`src/rtl/cpu_mc_pkg.sv`:
```
// rtl/cpu_mc_pkg.sv - opcodes, ALU functions, FSM states and helpers for cpu_mc
package cpu_mc_pkg;

  localparam logic [3:0] OP_RTYPE  = 4'h0;
  localparam logic [3:0] OP_JMP    = 4'h1;
  localparam logic [3:0] OP_LB     = 4'h2;
  localparam logic [3:0] OP_SB     = 4'h4;
  localparam logic [3:0] OP_ADDI   = 4'h5;
  localparam logic [3:0] OP_ANDI   = 4'h6;
  localparam logic [3:0] OP_ORI    = 4'h7;
  localparam logic [3:0] OP_BEQ    = 4'h8;
  localparam logic [3:0] OP_BNE    = 4'h9;
  localparam logic [3:0] OP_BGEZ   = 4'hA;
  localparam logic [3:0] OP_BLTZ   = 4'hB;
  localparam logic [3:0] OP_RTYPE2 = 4'hF;

  localparam logic [2:0] F_ADD   = 3'd0;
  localparam logic [2:0] F_SUB   = 3'd1;
  localparam logic [2:0] F_PASSA = 3'd2;
  localparam logic [2:0] F_XOR   = 3'd3;
  localparam logic [2:0] F_SHL1  = 3'd4;
  localparam logic [2:0] F_AND   = 3'd5;
  localparam logic [2:0] F_OR    = 3'd6;
  localparam logic [2:0] F_SHR1  = 3'd7;

  typedef enum logic [1:0] {S_FETCH, S_EXEC, S_MEM, S_HALT} stateT;

  // 32-bit result so callers can truncate to DW or PCW as needed
  function automatic logic [31:0] sext6(input logic [5:0] v);
    return {{26{v[5]}}, v};
  endfunction

endpackage

```
`src/rtl/cpu_mc_if.sv`:
```
// rtl/cpu_mc_if.sv - data-memory request/ready bus between core and RAM/IO
interface cpu_mc_if #(parameter int DW = 8);
  logic          MREQ;
  logic          MW;
  logic [DW-1:0] MADDR;
  logic [DW-1:0] MDOUT;
  logic [DW-1:0] Din;
  logic          MRDY;

  modport master (output MREQ, MW, MADDR, MDOUT, input Din, MRDY);
  modport slave  (input MREQ, MW, MADDR, MDOUT, output Din, MRDY);
endinterface

```
`src/rtl/cpu_mc_alu_p.sv`:
```
// rtl/cpu_mc_alu_p.sv - combinational ALU with V/C/N/Z flags
module alu_p
  import cpu_mc_pkg::*;
#(
  parameter int DW = 8
) (
  input  logic [2:0]    OP,
  input  logic [DW-1:0] A,
  input  logic [DW-1:0] B,
  output logic [DW-1:0] Y,
  output logic          V,
  output logic          C,
  output logic          N,
  output logic          Z
);

  logic [DW:0] sum;
  logic [DW:0] diff;

  // Result and flags; C on SUB is the no-borrow carry of A + ~B + 1
  always_comb begin
    sum  = {1'b0, A} + {1'b0, B};
    diff = {1'b0, A} + {1'b0, ~B} + (DW+1)'(1);
    Y = '0;
    V = 1'b0;
    C = 1'b0;
    case (OP)
      F_ADD: begin
        Y = sum[DW-1:0];
        C = sum[DW];
        V = (A[DW-1] == B[DW-1]) && (Y[DW-1] != A[DW-1]);
      end
      F_SUB: begin
        Y = diff[DW-1:0];
        C = diff[DW];
        V = (A[DW-1] != B[DW-1]) && (Y[DW-1] != A[DW-1]);
      end
      F_PASSA: Y = A;
      F_XOR:   Y = A ^ B;
      F_SHL1: begin
        Y = {A[DW-2:0], 1'b0};
        C = A[DW-1];
      end
      F_AND:   Y = A & B;
      F_OR:    Y = A | B;
      F_SHR1: begin
        Y = {1'b0, A[DW-1:1]};
        C = A[0];
      end
      default: Y = '0;
    endcase
    N = Y[DW-1];
    Z = (Y == '0);
  end

endmodule

```
`src/rtl/cpu_mc.sv`:
```
// rtl/cpu_mc.sv - multi-cycle 16-bit-ISA core with memory wait states, timeout fault and HALT/resume
module cpu_mc
  import cpu_mc_pkg::*;
#(
  parameter int DW       = 8,
  parameter int PCW      = 10,
  parameter int WAIT_MAX = 15
) (
  input  logic           CLK,
  input  logic           RESET,
  input  logic           EN_L,
  input  logic [15:0]    Iin,
  output logic [PCW-1:0] PC,
  cpu_mc_if.master       mem,
  output logic           HALTED,
  output logic           FAULT,
  output logic [DW-1:0]  DataA,
  output logic [DW-1:0]  DataB,
  output logic [DW-1:0]  DataC,
  output logic [DW-1:0]  DataD
);

  localparam int CW = (WAIT_MAX > 1) ? $clog2(WAIT_MAX) : 1;

  stateT          state;
  logic [15:0]    IR;
  logic [DW-1:0]  regs [0:7];
  logic           mreqR;
  logic           mwR;
  logic [DW-1:0]  maddrR;
  logic [DW-1:0]  mdoutR;
  logic           prevEN_L;
  logic [CW-1:0]  waitCnt;

  logic [3:0]     opc;
  logic [2:0]     rs, rt, rd, func;
  logic [5:0]     imm6;
  logic [DW-1:0]  rsVal, rtVal, immExt;
  logic           isHalt, isMem;

  logic [2:0]     aluOp;
  logic [DW-1:0]  aluB, aluY;
  logic           aluN, aluZ;
  logic           unusedAluV, unusedAluC;
  logic           wbEn;
  logic [2:0]     wbIdx;
  logic           brTaken;
  logic [PCW-1:0] pcPlus2, brTarget, jmpTarget, execPc;

  assign opc    = IR[15:12];
  assign rs     = IR[11:9];
  assign rt     = IR[8:6];
  assign rd     = IR[5:3];
  assign func   = IR[2:0];
  assign imm6   = IR[5:0];
  assign rsVal  = (rs == 3'd0) ? '0 : regs[rs];
  assign rtVal  = (rt == 3'd0) ? '0 : regs[rt];
  assign immExt = DW'(sext6(imm6));
  assign isHalt = (opc == OP_RTYPE) && (func == F_SUB);
  assign isMem  = (opc == OP_LB) || (opc == OP_SB);

  // Operand/operation select and writeback target for the instruction in IR
  always_comb begin
    aluOp = F_ADD;
    aluB  = rtVal;
    wbEn  = 1'b0;
    wbIdx = rt;
    case (opc)
      OP_RTYPE, OP_RTYPE2: begin
        aluOp = func;
        wbEn  = !isHalt;
        wbIdx = rd;
      end
      OP_ADDI: begin
        aluB = immExt;
        wbEn = 1'b1;
      end
      OP_ANDI: begin
        aluOp = F_AND;
        aluB  = immExt;
        wbEn  = 1'b1;
      end
      OP_ORI: begin
        aluOp = F_OR;
        aluB  = immExt;
        wbEn  = 1'b1;
      end
      OP_LB, OP_SB:     aluB  = immExt;
      OP_BEQ, OP_BNE:   aluOp = F_SUB;
      OP_BGEZ, OP_BLTZ: aluOp = F_PASSA;
      default: ;
    endcase
  end

  alu_p #(.DW(DW)) uAlu (
    .OP(aluOp),
    .A (rsVal),
    .B (aluB),
    .Y (aluY),
    .V (unusedAluV),
    .C (unusedAluC),
    .N (aluN),
    .Z (aluZ)
  );

  assign brTaken = ((opc == OP_BEQ)  &&  aluZ) ||
                   ((opc == OP_BNE)  && !aluZ) ||
                   ((opc == OP_BGEZ) && !aluN) ||
                   ((opc == OP_BLTZ) &&  aluN);

  assign pcPlus2   = PC + PCW'(2);
  assign brTarget  = pcPlus2 + PCW'(sext6(imm6) << 1);
  assign jmpTarget = PCW'({IR[11:0], 1'b0});
  assign execPc    = (opc == OP_JMP) ? jmpTarget : (brTaken ? brTarget : pcPlus2);

  assign mem.MREQ  = mreqR;
  assign mem.MW    = mwR;
  assign mem.MADDR = maddrR;
  assign mem.MDOUT = mdoutR;

  assign DataA = rsVal;
  assign DataB = rtVal;
  assign DataC = (state == S_MEM) ? mem.Din : aluY;
  assign DataD = aluY;

  // Core FSM: fetch, execute/writeback, memory handshake with timeout, halt/resume
  always_ff @(posedge CLK or posedge RESET) begin
    if (RESET) begin
      state    <= S_FETCH;
      PC       <= '0;
      IR       <= '0;
      mreqR    <= 1'b0;
      mwR      <= 1'b0;
      maddrR   <= '0;
      mdoutR   <= '0;
      HALTED   <= 1'b0;
      FAULT    <= 1'b0;
      prevEN_L <= 1'b1;
      waitCnt  <= '0;
      for (int i = 0; i < 8; i++) regs[i] <= '0;
    end else begin
      prevEN_L <= EN_L;
      case (state)
        S_FETCH: begin
          IR    <= Iin;
          state <= S_EXEC;
        end
        S_EXEC: begin
          if (isHalt) begin
            PC     <= pcPlus2;
            HALTED <= 1'b1;
            state  <= S_HALT;
          end else if (isMem) begin
            mreqR   <= 1'b1;
            mwR     <= (opc == OP_SB);
            maddrR  <= aluY;
            mdoutR  <= rtVal;
            waitCnt <= '0;
            state   <= S_MEM;
          end else begin
            if (wbEn && wbIdx != 3'd0) regs[wbIdx] <= aluY;
            PC    <= execPc;
            state <= S_FETCH;
          end
        end
        S_MEM: begin
          if (mem.MRDY) begin
            if (!mwR && rt != 3'd0) regs[rt] <= mem.Din;
            PC    <= pcPlus2;
            mreqR <= 1'b0;
            mwR   <= 1'b0;
            state <= S_FETCH;
          end else if (waitCnt == CW'(WAIT_MAX - 1)) begin
            // Timeout leaves PC on this instruction so resume retries it
            mreqR  <= 1'b0;
            mwR    <= 1'b0;
            FAULT  <= 1'b1;
            HALTED <= 1'b1;
            state  <= S_HALT;
          end else begin
            waitCnt <= waitCnt + CW'(1);
          end
        end
        S_HALT: begin
          if (prevEN_L && !EN_L) begin
            HALTED <= 1'b0;
            FAULT  <= 1'b0;
            state  <= S_FETCH;
          end
        end
        default: state <= S_FETCH;
      endcase
    end
  end

endmodule

```
`src/flat_wrapper.sv`:
```
// flat-port wrapper written by rule: the top's interface ports become plain ports
module cpu_mc_flat import cpu_mc_pkg::*;
#(
  parameter int DW       = 8,
  parameter int PCW      = 10,
  parameter int WAIT_MAX = 15
)
  (CLK, RESET, EN_L, Iin, PC, HALTED, FAULT, DataA, DataB, DataC, DataD, mem_MREQ, mem_MW, mem_MADDR, mem_MDOUT, mem_Din, mem_MRDY);
  cpu_mc_if #(.DW(DW)) mem_i ();
  input  logic CLK;
  input  logic RESET;
  input  logic EN_L;
  input  logic [15:0] Iin;
  output logic [PCW-1:0] PC;
  output logic HALTED;
  output logic FAULT;
  output logic [DW-1:0] DataA;
  output logic [DW-1:0] DataB;
  output logic [DW-1:0] DataC;
  output logic [DW-1:0] DataD;
  output wire logic [$bits(mem_i.MREQ)-1:0] mem_MREQ;
  output wire logic [$bits(mem_i.MW)-1:0] mem_MW;
  output wire logic [$bits(mem_i.MADDR)-1:0] mem_MADDR;
  output wire logic [$bits(mem_i.MDOUT)-1:0] mem_MDOUT;
  input wire logic [$bits(mem_i.Din)-1:0] mem_Din;
  input wire logic [$bits(mem_i.MRDY)-1:0] mem_MRDY;
  assign mem_MREQ = mem_i.MREQ;
  assign mem_MW = mem_i.MW;
  assign mem_MADDR = mem_i.MADDR;
  assign mem_MDOUT = mem_i.MDOUT;
  assign mem_i.Din = mem_Din;
  assign mem_i.MRDY = mem_MRDY;
  cpu_mc #(.DW(DW), .PCW(PCW), .WAIT_MAX(WAIT_MAX)) u_core (.CLK(CLK), .RESET(RESET), .EN_L(EN_L), .Iin(Iin), .PC(PC), .mem(mem_i), .HALTED(HALTED), .FAULT(FAULT), .DataA(DataA), .DataB(DataB), .DataC(DataC), .DataD(DataD));
endmodule
```
`config.mk`:
```
export PLATFORM = sky130hd
export DESIGN_NAME = cpu_mc_flat
export DESIGN_NICKNAME = d
export VERILOG_FILES = /design/src/rtl/cpu_mc_pkg.sv /design/src/rtl/cpu_mc_if.sv /design/src/rtl/cpu_mc_alu_p.sv /design/src/rtl/cpu_mc.sv /design/src/flat_wrapper.sv
export SDC_FILE = /design/constraint.sdc
export NUM_CORES = 1
export LEC_CHECK = 0
export BUFFER_PORTS_ARGS = -buffer_cell sky130_fd_sc_hd__buf_2
export CORE_MARGIN = 2
export CORE_UTILIZATION = 50
export CTS_CLUSTER_DIAMETER = 100
export DETAILED_ROUTE_END_ITERATION = 8
export HOLD_SLACK_MARGIN = 0.02
export PLACE_DENSITY = 0.73
export RECOVER_POWER = 25
export SLEW_MARGIN = 20
export SYNTH_ARGS = -nofsm -noshare
export SYNTH_HDL_FRONTEND = slang
export SYNTH_HIERARCHICAL = 1
export SYNTH_SLANG_ARGS = --single-unit
```
`constraint.sdc`:
```
create_clock -name CLK -period 10.1 [get_ports CLK]
set_clock_uncertainty 0.05 [all_clocks]
set_input_delay 2.02 -clock CLK [delete_from_list [all_inputs] [get_ports CLK]]
set_output_delay 2.02 -clock CLK [all_outputs]
set_load 0.01 [all_outputs]
```
# Word level (Yosys, flattened, before mapping)
# Index checks and enable logic that the tools add are counted.
[totals]
ff_bits = 117
input_bits = 28
output_inout_bits = 62
word_cells = 174
[classes]
n_addsub = 6
order_cmp = 5
n_eq_ne = 36
mux = 57
n_bitwise = 8
n_reduce_logical = 43
[op_table]
columns = ["op", "count"]
rows = [
  ["$mux 64", 5],
  ["$bwmux 64", 2],
  ["$pmux 64 s2", 1],
  ["$mux 8", 10],
  ["$pmux 8 s8", 1],
  ["$mux 10", 5],
  ["$bmux 8 s3", 2],
  ["$demux 8 s3", 2],
  ["$eq 4x4->1 const B", 6],
  ["$pmux 10 s2", 1],
  ["$add 8x8->8", 2],
  ["$eq 4x3->1 const B", 4],
  ["$mux 4", 4],
  ["$pmux 3 s5", 1],
  ["$ne 2x2->1 const B", 7],
  ["$eq 3x3->1 const B", 4],
  ["$ge 4x4->1 const B", 3],
  ["$not 3->4", 3],
  ["$add 10x10->10", 1],
  ["$add 10x2->10 const B", 1],
  ["$logic_and 1x1->1", 10],
  ["$mux 1", 10],
  ["$mux 2", 5],
  ["$reduce_and 5->1", 2],
  ["other kinds (37)", 63],
]

# Longest topological paths before layout
# Gate-level depths: netlist (run 1).
[logic_depth]
ltp_word = 21
depth_mapped = 25
depth_no_buf = 22

# Hierarchy
# The synthesis (run 1) kept the hierarchy.
[modules_own_cells]
columns = ["mod", "instances", "cells_per_inst", "area_per_inst_um2", "seq_area_each_um2"]
rows = [
  ["cpu_mc", 1, 813, 7543.5, 2778.9],
  ["alu_p", 1, 206, 1460.2, 0.0],
]

# Worst setup path before layout (run 1)
# Ideal clock, no wire load.
[synth_timing]
kind = "reg2out"
startpoint = "register u_core.IR[9]"
endpoint = "output port DataC[7]"
arrival_ns = 4.370
required_ns = 8.030
path_slack_ns = 3.660
stages_incl_launch_ff = 16
path_buffers = 3
path_cell_list = "dfrtp_1 > buf_1 > clkbuf_1 > a21oi_1 > a221oi_1 > inv_1 > ha_1 > o21bai_1 > a2111oi_1 > o31ai_1 > mux2i_1 > xnor2_1 > o21ai_1 > buf_4 > nor2b_1 > a21o_1"
[synth_via]
elab_chain_len = 9
elab_cells_between_ends = 14
cone_classes = "add/sub: 3; mux: 6; bitwise: 4; reduce/logical: 1"
[synth_lines]
columns = ["element", "line_no", "source"]
rows = [
  ["start: declaration", "cpu_mc.sv:26", "logic [15:0] IR;"],
  ["start signal: assignment", "cpu_mc.sv:145", "IR <= Iin;"],
  ["$not 3->4 (implied by the code)", "cpu_mc.sv:56", "assign rsVal = (rs == 3'd0) ? '0 : regs[rs];"],
  ["$bmux 8 s3", "cpu_mc.sv:56", ""],
  ["$mux 8 (implied by the code) (2 in a row)", "cpu_mc.sv:56", ""],
  ["$mux 8 (*)", "cpu_mc.sv:56", ""],
  ["named net DataA[1]", "flat_wrapper.sv:17", "output logic [DW-1:0] DataA;"],
  ["$add 8x8->8", "cpu_mc_alu_p.sv:23", "diff = {1'b0, A} + {1'b0, ~B} + (DW+1)'(1);"],
  ["$add 8x1->8", "cpu_mc_alu_p.sv:23", ""],
  ["$pmux 8 s8 (*)", "cpu_mc_alu_p.sv:27", "case (OP)"],
  ["named net u_core.aluN", "cpu_mc.sv:43", "logic aluN, aluZ;"],
  ["$mux 8 (*)", "cpu_mc.sv:123", "assign DataC = (state == S_MEM) ? mem.Din : aluY;"],
  ["end: declaration", "flat_wrapper.sv:19", "output logic [DW-1:0] DataC;"],
]
# Mark *: on every way through the listed nets, which the timed path passes. The rest lies on a longest branch. The select of a mux whose other input is x is not followed.

# Worst setup path after layout (run 1)
[layout_timing]
startpoint = "register u_core.IR[7]"
endpoint = "output port DataC[7]"
[layout_via]
elab_chain_len = 11
elab_cells_between_ends = 16
cone_classes = "add/sub: 3; mux: 7; bitwise: 5; reduce/logical: 1"
[layout_lines]
columns = ["element", "line_no", "source"]
rows = [
  ["$not 3->4 (implied by the code)", "cpu_mc.sv:57", "assign rtVal = (rt == 3'd0) ? '0 : regs[rt];"],
  ["$bmux 8 s3", "cpu_mc.sv:57", ""],
  ["$mux 8 (implied by the code) (2 in a row)", "cpu_mc.sv:57", ""],
  ["$mux 8 (*)", "cpu_mc.sv:57", ""],
  ["$mux 8 (*)", "cpu_mc.sv:68", "case (opc)"],
  ["named net u_core.aluB[4]", "cpu_mc.sv:42", "logic [DW-1:0] aluB, aluY;"],
  ["$not 8->8", "cpu_mc_alu_p.sv:23", ""],
  ["$add 8x8->8", "cpu_mc_alu_p.sv:23", ""],
  ["$add 8x1->8", "cpu_mc_alu_p.sv:23", ""],
  ["$pmux 8 s8 (*)", "cpu_mc_alu_p.sv:27", ""],
  ["$mux 8 (*)", "cpu_mc.sv:123", ""],
]
# Marks and branches as above.

==> results of run 1 <==
## through the flow
stage | hold slack [ps] | cell area, sq um | utilization, % | std cells
2_1_floorplan | 409 | 8900 | - | 1002
3_3_place_gp | 433 | 9420 | 54.3 | 1262
3_5_place_dp | 439 | 9420 | 54.3 | 1262
4_1_cts | 457 | 9750 | 56.2 | 1278
5_1_grt | 472 | 9740 | 56.1 | 1278
6_report | 451 | 9740 | 56.1 | 1278
## state kept, by name (all words and copies together) (netlist names)
register          flops
u_core/regs          59
u_core/IR            16
u_core/PC             9
u_core/mem.MADDR      8
u_core/mem.MDOUT      8
u_core/waitCnt        4
u_core/state          2
u_core/FAULT          1
u_core/HALTED         1
u_core/mem.MREQ       1
u_core/mem.MW         1
u_core/prevEN_L       1
## metal layers
metal | vias up | global-route usage [%] | wire length (microns)
met2 | 374 | 44.1 | 11900
met1 | 3837 | 40.5 | 11200
li1 | 3670 | - | -
met5 | - | 0 | 0
met4 | 0 | 6.87 | 459
met3 | 37 | 5.48 | 2280
## area by class of cell
class                           count  share of cell area (%)
Sequential cell                   111                    28.5
Clock inverter                      7                    1.05
Clock buffer                        9                    2.31
Tap cell                          225                    2.89
Timing Repair Buffer              100                    5.38
Inverter                           47                    1.85
Multi-Input combinational cell    779                    58.0
## worst reg2reg max path: stages, from the launching register on
cell and delay, ps:
dfrtp_1 650, buf_4 330, nand2b_1 150, nor2_1 460
a22oi_1 210, a31oi_1 270, inv_1 100, ha_1 540
nor3_1 110, a2111oi_1 610, xnor2_1 200, o21ai_0 130
a21o_1 240, or4_1 520, nor2_1 200, nor2_1 90
a211oi_1 320, o21ai_0 170, a211o_1 450, a211oi_1 340
a21oi_1 70, o21ai_0 160
## worst max path at each step
| stage | startpoint | depth (start not counted) | end | slack [ps] |
|---|---|---|---|---|
| floorplan | u_core/IR[9]$_DFFE_PP0N_ | 15 | DataC[7] | 3720 |
| global placement | u_core/IR[7]$_DFFE_PP0N_ | 16 | DataC[7] | 3370 |
| detailed placement | u_core/IR[7]$_DFFE_PP0N_ | 16 | DataC[7] | 3210 |
| CTS | u_core/IR[7]$_DFFE_PP0N_ | 16 | DataC[7] | 2760 |
| global route | u_core/IR[7]$_DFFE_PP0N_ | 16 | DataC[7] | 2330 |
| finish | u_core/IR[7]$_DFFE_PP0N_ | 16 | DataC[7] | 2670 |
==> summary.md, run 1 <==
| Metric | Value |
|---|---|
| Result of the run | `finished, violations left` |
| Violations in the final reports | `max-capacitance violations, max-slew violations` |
| # Post-CTS Setup Buffers | `0` |
| Cts bufs inserted | `9` |
| Setup WS pre-CTS | `between 3000 and 4000 ps` |
| Wire length of the first global-routing pass | `40,900 microns` |
| Sequential cell area | `between 2000 and 3000 sq um` |
| Arrival time at the worst endpoint | `between 5000 and 6000 ps` |
| Clk_lat worst skew | `roughly 380 ps` |
| Max clock buf depth | `2` |
| Post-detailed-routing wire length | `25,800 microns` |
| RD Place Congestion | `0.931` |
| Average routed wire per standard cell | `around 20 microns` |
| Length in cells of the worst reg-to-reg path | `21` |
| Area of the mapped netlist | `8900 sq um` |
| Vert. Die Dim | `approximately 140 microns` |
| Fin crit share | `between 70% and 80%` |
| Post-synth net total | `roughly 1,100` |
| Final setup margin | `about 2700 ps` |
| Count of endpoints failing setup in the final report | `0` |
| Worst setup SP type | `register` |
| Overall track demand over capacity in global routing | `28.3%` |
| Area of the multi-input gates | `roughly 5600 sq um` |
| Max-slew headroom at the worst pin | `-56.5%` |
| Final Hold Fails | `0` |
| Placeable core area | `17,400 sq um` |
| Crit path capture type | `primary output` |
| Syn Area/Cell | `8.88 sq um` |
| Final Net Count | `~1,100` |
| Setup_tns | `0 ps` |
| Number of clock sinks seen by CTS | `111` |
| Worst Min Path Start | `u_core/mem.MDOUT[5]$_DFFE_PP0P_` |
| Dpl hpwl | `19,000 microns` |
| Number of maximum-capacitance violations | `1` |
| Diode count | `0` |
| Delay-heaviest family, CP | `compound AO/OA/AOI/OAI gates` |
| Number of filler instances in the final layout | `about 1,500` |
| Boundary Pins | `90` |
| Initial core utilization | `slightly above 50%` |
| Antenna viol nets, final | `0` |
| Endpoint required time on the critical path | `about 8000 ps` |
| Quantity of I/O buffers inserted on ports | `approximately 90` |
| Number of instances on the worst hold path | `1` |
| Endpoint of the lowest-slack register-to-register path | `u_core/PC[2]$_DFFE_PP0P_` |
| Highest attainable clock frequency | `approximately 130 MHz` |
| Total count of max-transition violations in the final report | `52` |
| Class of the worst hold path | `reg -> reg` |
| TritonCTS clock tree | `done` |
| Maximum fanout along the worst path | `15` |
| Clock slew at the register clock pins of the worst setup and hold paths | `about 90 ps` |
| Remaining routing DRC violations | `0` |
| Die extent in x | `137 microns` |
| Least-Margin Pin Slew | `2340 ps` |
| Clock root buffer | `clkbuf_16` |
| Reg2Reg Setup Slack | `about 3600 ps` |
| Buffers plus inverters on the worst setup path | `3` |
| Crit path largest cell delay | `650 ps` |
| Antenna violations before repair | `0` |
| Final period demand of the worst path | `7430 ps` |
| Most common cell after layout, fill and taps aside | `nand2_1` |
| Vias in the first global route | `between 7,000 and 8,000` |
| Share of cells above drive strength 1 | `23.3%` |
| Worst Setup Path Type | `reg -> out` |
| Commonest cells after routing, fill and taps aside | `nand2_1 (152), dfrtp_1 (110), o21ai_0 (109), buf_2 (83), mux2_2 (71)` |
| Setup repair after global routing missed its margin | `no` |
| Worst Hold Endpoint | `u_core/mem.MDOUT[5]$_DFFE_PP0P_` |
| Cts hold-fix bufs | `0` |
| H-tree depth | `3` |
| Number of warnings printed during yosys synthesis | `6` |
| Total congestion overflow | `0` |
| Vias per std cell | `6.20` |
| Vias post-DR | `approximately 7,900` |
| Cts repair resizes | `0` |
| Reg-to-reg startpoint | `u_core/IR[7]$_DFFE_PP0N_` |
| First drt pass iteration count | `6` |
| Die Outline Area | `approximately 19,000 sq um` |
| Cells after synthesis | `approximately 1,000` |
| Layout overhead on the synthesized area | `9.49%` |
| Detailed router's first-iteration violation count | `between 1,000 and 1,500` |
| Largest net degree at the start of global routing | `just over 60` |
| FP Rows | `48` |
| Master of the slowest instance on the critical path | `dfrtp_1` |
| Worst path cell trace | `buf_4 -> nand2b_1 -> nor2_1 -> a22oi_1 -> a31oi_1 -> inv_1 -> ha_1 -> nor3_1 -> a2111oi_1 -> o31ai_1 -> mux2i_1 -> xnor2_1 -> o21ai_1 -> nor2b_1 -> a21o_1 -> buf_2` |
Power of run 1 is left out: the tool's default activity adds up to more than one toggle a clock period on the data nets, which glitch-free logic cannot reach.
==> run 2: changes to the inputs <==
- ABC_AREA: unset -> 1
- PLACE_DENSITY: 0.73 -> 0.76
- clock period: 10.1 -> 6.4 ns (I/O delays scaled with it)
==> run 2 against run 1 <==
  * The run still ends with max-capacitance violations, max-slew violations left
  * Critical path depth unchanged
  * Final area up 9.5%
  * Hold slack worse by 26 ps
  * Routed wire length increased by 31%
  * Worst setup slack worse by 2400 ps
  * Count of clock-buffer cells in the layout is 15 higher
  * Non-clock buffer count increased by 10
  * Synthesized cell count is 46% higher
  * Critical endpoint is now DataC[1]
  * Highest routed layer unchanged
==> summary.md, run 2 <==
| Metric | Value |
|---|---|
| Result of the run | `finished, violations left` |
| Violations in the final reports | `max-capacitance violations, max-slew violations` |
| Largest register by flop count | `u_core/regs` |
| Biggest registers after layout | `u_core/regs x64, u_core/IR x16, u_core/PC x9` |
| Overall track demand over capacity in global routing | `between 30 and 40%` |
| Final period demand of the worst path | `~6100 ps` |
| Die Outline Area | `~20,000 sq um` |
| Crit path largest cell delay | `between 700 and 800 ps` |
| Number of maximum-capacitance violations | `1` |
| TritonCTS clock tree | `done` |
| Cells after synthesis | `~1,500` |
| Diode count | `0` |
| Cts bufs inserted | `17` |
| Number of flip-flops in the largest register | `64` |
| Die extent in x | `between 100 and 150 microns` |
| Remaining routing DRC violations | `0` |
| Dpl hpwl | `around 25,000 microns` |
| Commonest cells after routing, fill and taps aside | `nand2_1 (506), inv_1 (155), o21ai_0 (131), dfrtp_1 (115), nand4_1 (115)` |
| Syn Area/Cell | `6.47 sq um` |
| H-tree depth | `4` |
| Most used cell, CP | `nand2_1` |
| Area of the mapped netlist | `9480 sq um` |
| Vias post-DR | `~11,000` |
| Total count of max-transition violations in the final report | `56` |
| Class of the worst hold path | `reg -> reg` |
| First drt pass iteration count | `8` |
| Vert. Die Dim | `142 microns` |
| Endpoint required time on the critical path | `a little over 5000 ps` |
| Reg2Reg Setup Slack | `~1100 ps` |
| Largest net degree at the start of global routing | `73` |
| Worst Hold Slack | `around 430 ps` |
| Buffers plus inverters on the worst setup path | `5` |
| Setup_tns | `0 ps` |
| Fin crit share | `between 90 and 100%` |
| Worst path cell trace | `inv_2 -> nand2_1 -> clkinvlp_4 -> nand2_1 -> nand2_1 -> a211oi_2 -> o21ai_0 -> ha_1 -> fa_1 -> nand2_1 -> nand3_1 -> inv_1 -> nor2_1 -> inv_1 -> nand2_1 -> buf_2` |
| Final Net Count | `roughly 1,600` |
| Post-synth net total | `approximately 1,500` |
| Quantity of I/O buffers inserted on ports | `between 80 and 90` |
| Share of cells above drive strength 1 | `12.5%` |
| Placeable core area | `18,600 sq um` |
| RD Place Congestion | `1.06` |
| Antenna viol nets, final | `0` |
| Max-slew headroom at the worst pin | `-64.4%` |
| # Post-CTS Setup Buffers | `0` |
| Most common cell after layout, fill and taps aside | `nand2_1` |
| Least-Margin Pin Slew | `2450 ps` |
| Vias per std cell | `around 6.0` |
| Number of warnings printed during yosys synthesis | `6` |
| Final design utilization | `a little under three fifths` |
| Post-detailed-routing wire length | `about 34,000 microns` |
| Average routed wire per standard cell | `19.0 microns` |
| Boundary Pins | `90` |
| Initial core utilization | `between 50 and 60%` |
| Final Hold Fails | `0` |
| FP Rows | `50` |
| Master of the slowest instance on the critical path | `dfrtp_1` |
| Antenna violations before repair | `0` |
| Count of endpoints failing setup in the final report | `0` |
| Max clock buf depth | `2` |
| Final setup margin | `~270 ps` |
| Crit path capture type | `primary output` |
| Setup repair after global routing missed its margin | `no` |
| Arrival time at the worst endpoint | `around 4800 ps` |
| Highest attainable clock frequency | `approximately 160 MHz` |
| Number of filler instances in the final layout | `1,827` |
| Clk_lat worst skew | `420 ps` |
| Total congestion overflow | `0` |
| Number of clock sinks seen by CTS | `between 100 and 150` |
| Setup WS pre-CTS | `about 550 ps` |
| Wire length of the first global-routing pass | `52,100 microns` |
| Clock slew at the register clock pins of the worst setup and hold paths | `roughly 60 ps` |
| Delay-heaviest family, CP | `simple AND/OR/NAND/NOR gates` |
| Worst Setup Path Type | `reg -> out` |
| Worst setup SP type | `register` |
| Layout overhead on the synthesized area | `12.4%` |
| Maximum fanout along the worst path | `16` |
| Clock root buffer | `clkbuf_16` |
| Vias in the first global route | `~9,400` |
| Detailed router's first-iteration violation count | `about 1,200` |
==> run 2: layout make-up <==
class	instances	area, sq um	share of cell area [%]
Clock buffer	24	482	4.52
Timing Repair Buffer	110	599	5.62
Sequential cell	116	2900	27.2
Tap cell	234	293	2.75
Multi-Input combinational cell	1114	5690	53.3
Clock inverter	5	52.6	0.493
Inverter	171	647	6.07
==> run 2: what timing repair did <==
action,4_1_cts,5_1_grt
resized for setup,0,14
setup endpoints to repair,0,7
hold buffers,0,0
==> run 2: per-layer routing <==
metal,vias to the layer above,GRT usage (%),part of all wire (%)
met5,-,0,0
met4,0,15.2,4.3
met3,129,7.53,9.8
met2,644,52.8,45
met1,4908,44.3,41
li1,4959,-,-
==> run 2: per-stage QoR <==
step | cells | area (sq um)
finish | 1774 | 10700
detailed placement | 1745 | 10100
floorplan | 1465 | 9480
global route | 1774 | 10700
global placement | 1745 | 10100
CTS | 1774 | 10600
==> run 2: tightest hold or removal path, cell delays in order (launching register included) <==
cell and delay, ps:
dfrtp_1 340, nand2_1 50, nand2_1 50
==> run 2: path summary, 6_finish.rpt <==
| kind | startpoint | depth (start not counted) | to |
|---|---|---|---|
| setup / recovery | u_core/IR[6]$_DFFE_PP0N_ | 16 | DataC[1] |
| hold / removal | u_core/regs[18]$_DFFE_PP0P_ | 2 | u_core/regs[18]$_DFFE_PP0P_ |
| setup reg to reg | u_core/IR[6]$_DFFE_PP0N_ | 28 | u_core/PC[4]$_DFFE_PP0P_ |
| hold reg to reg | u_core/regs[18]$_DFFE_PP0P_ | 2 | u_core/regs[18]$_DFFE_PP0P_ |
| max in group asynchronous | RESET | 3 | u_core/PC[3]$_DFFE_PP0P_ |
| min in group asynchronous | RESET | 2 | u_core/regs[59]$_DFFE_PP0P_ |
Power of run 2 is left out for the same reason.
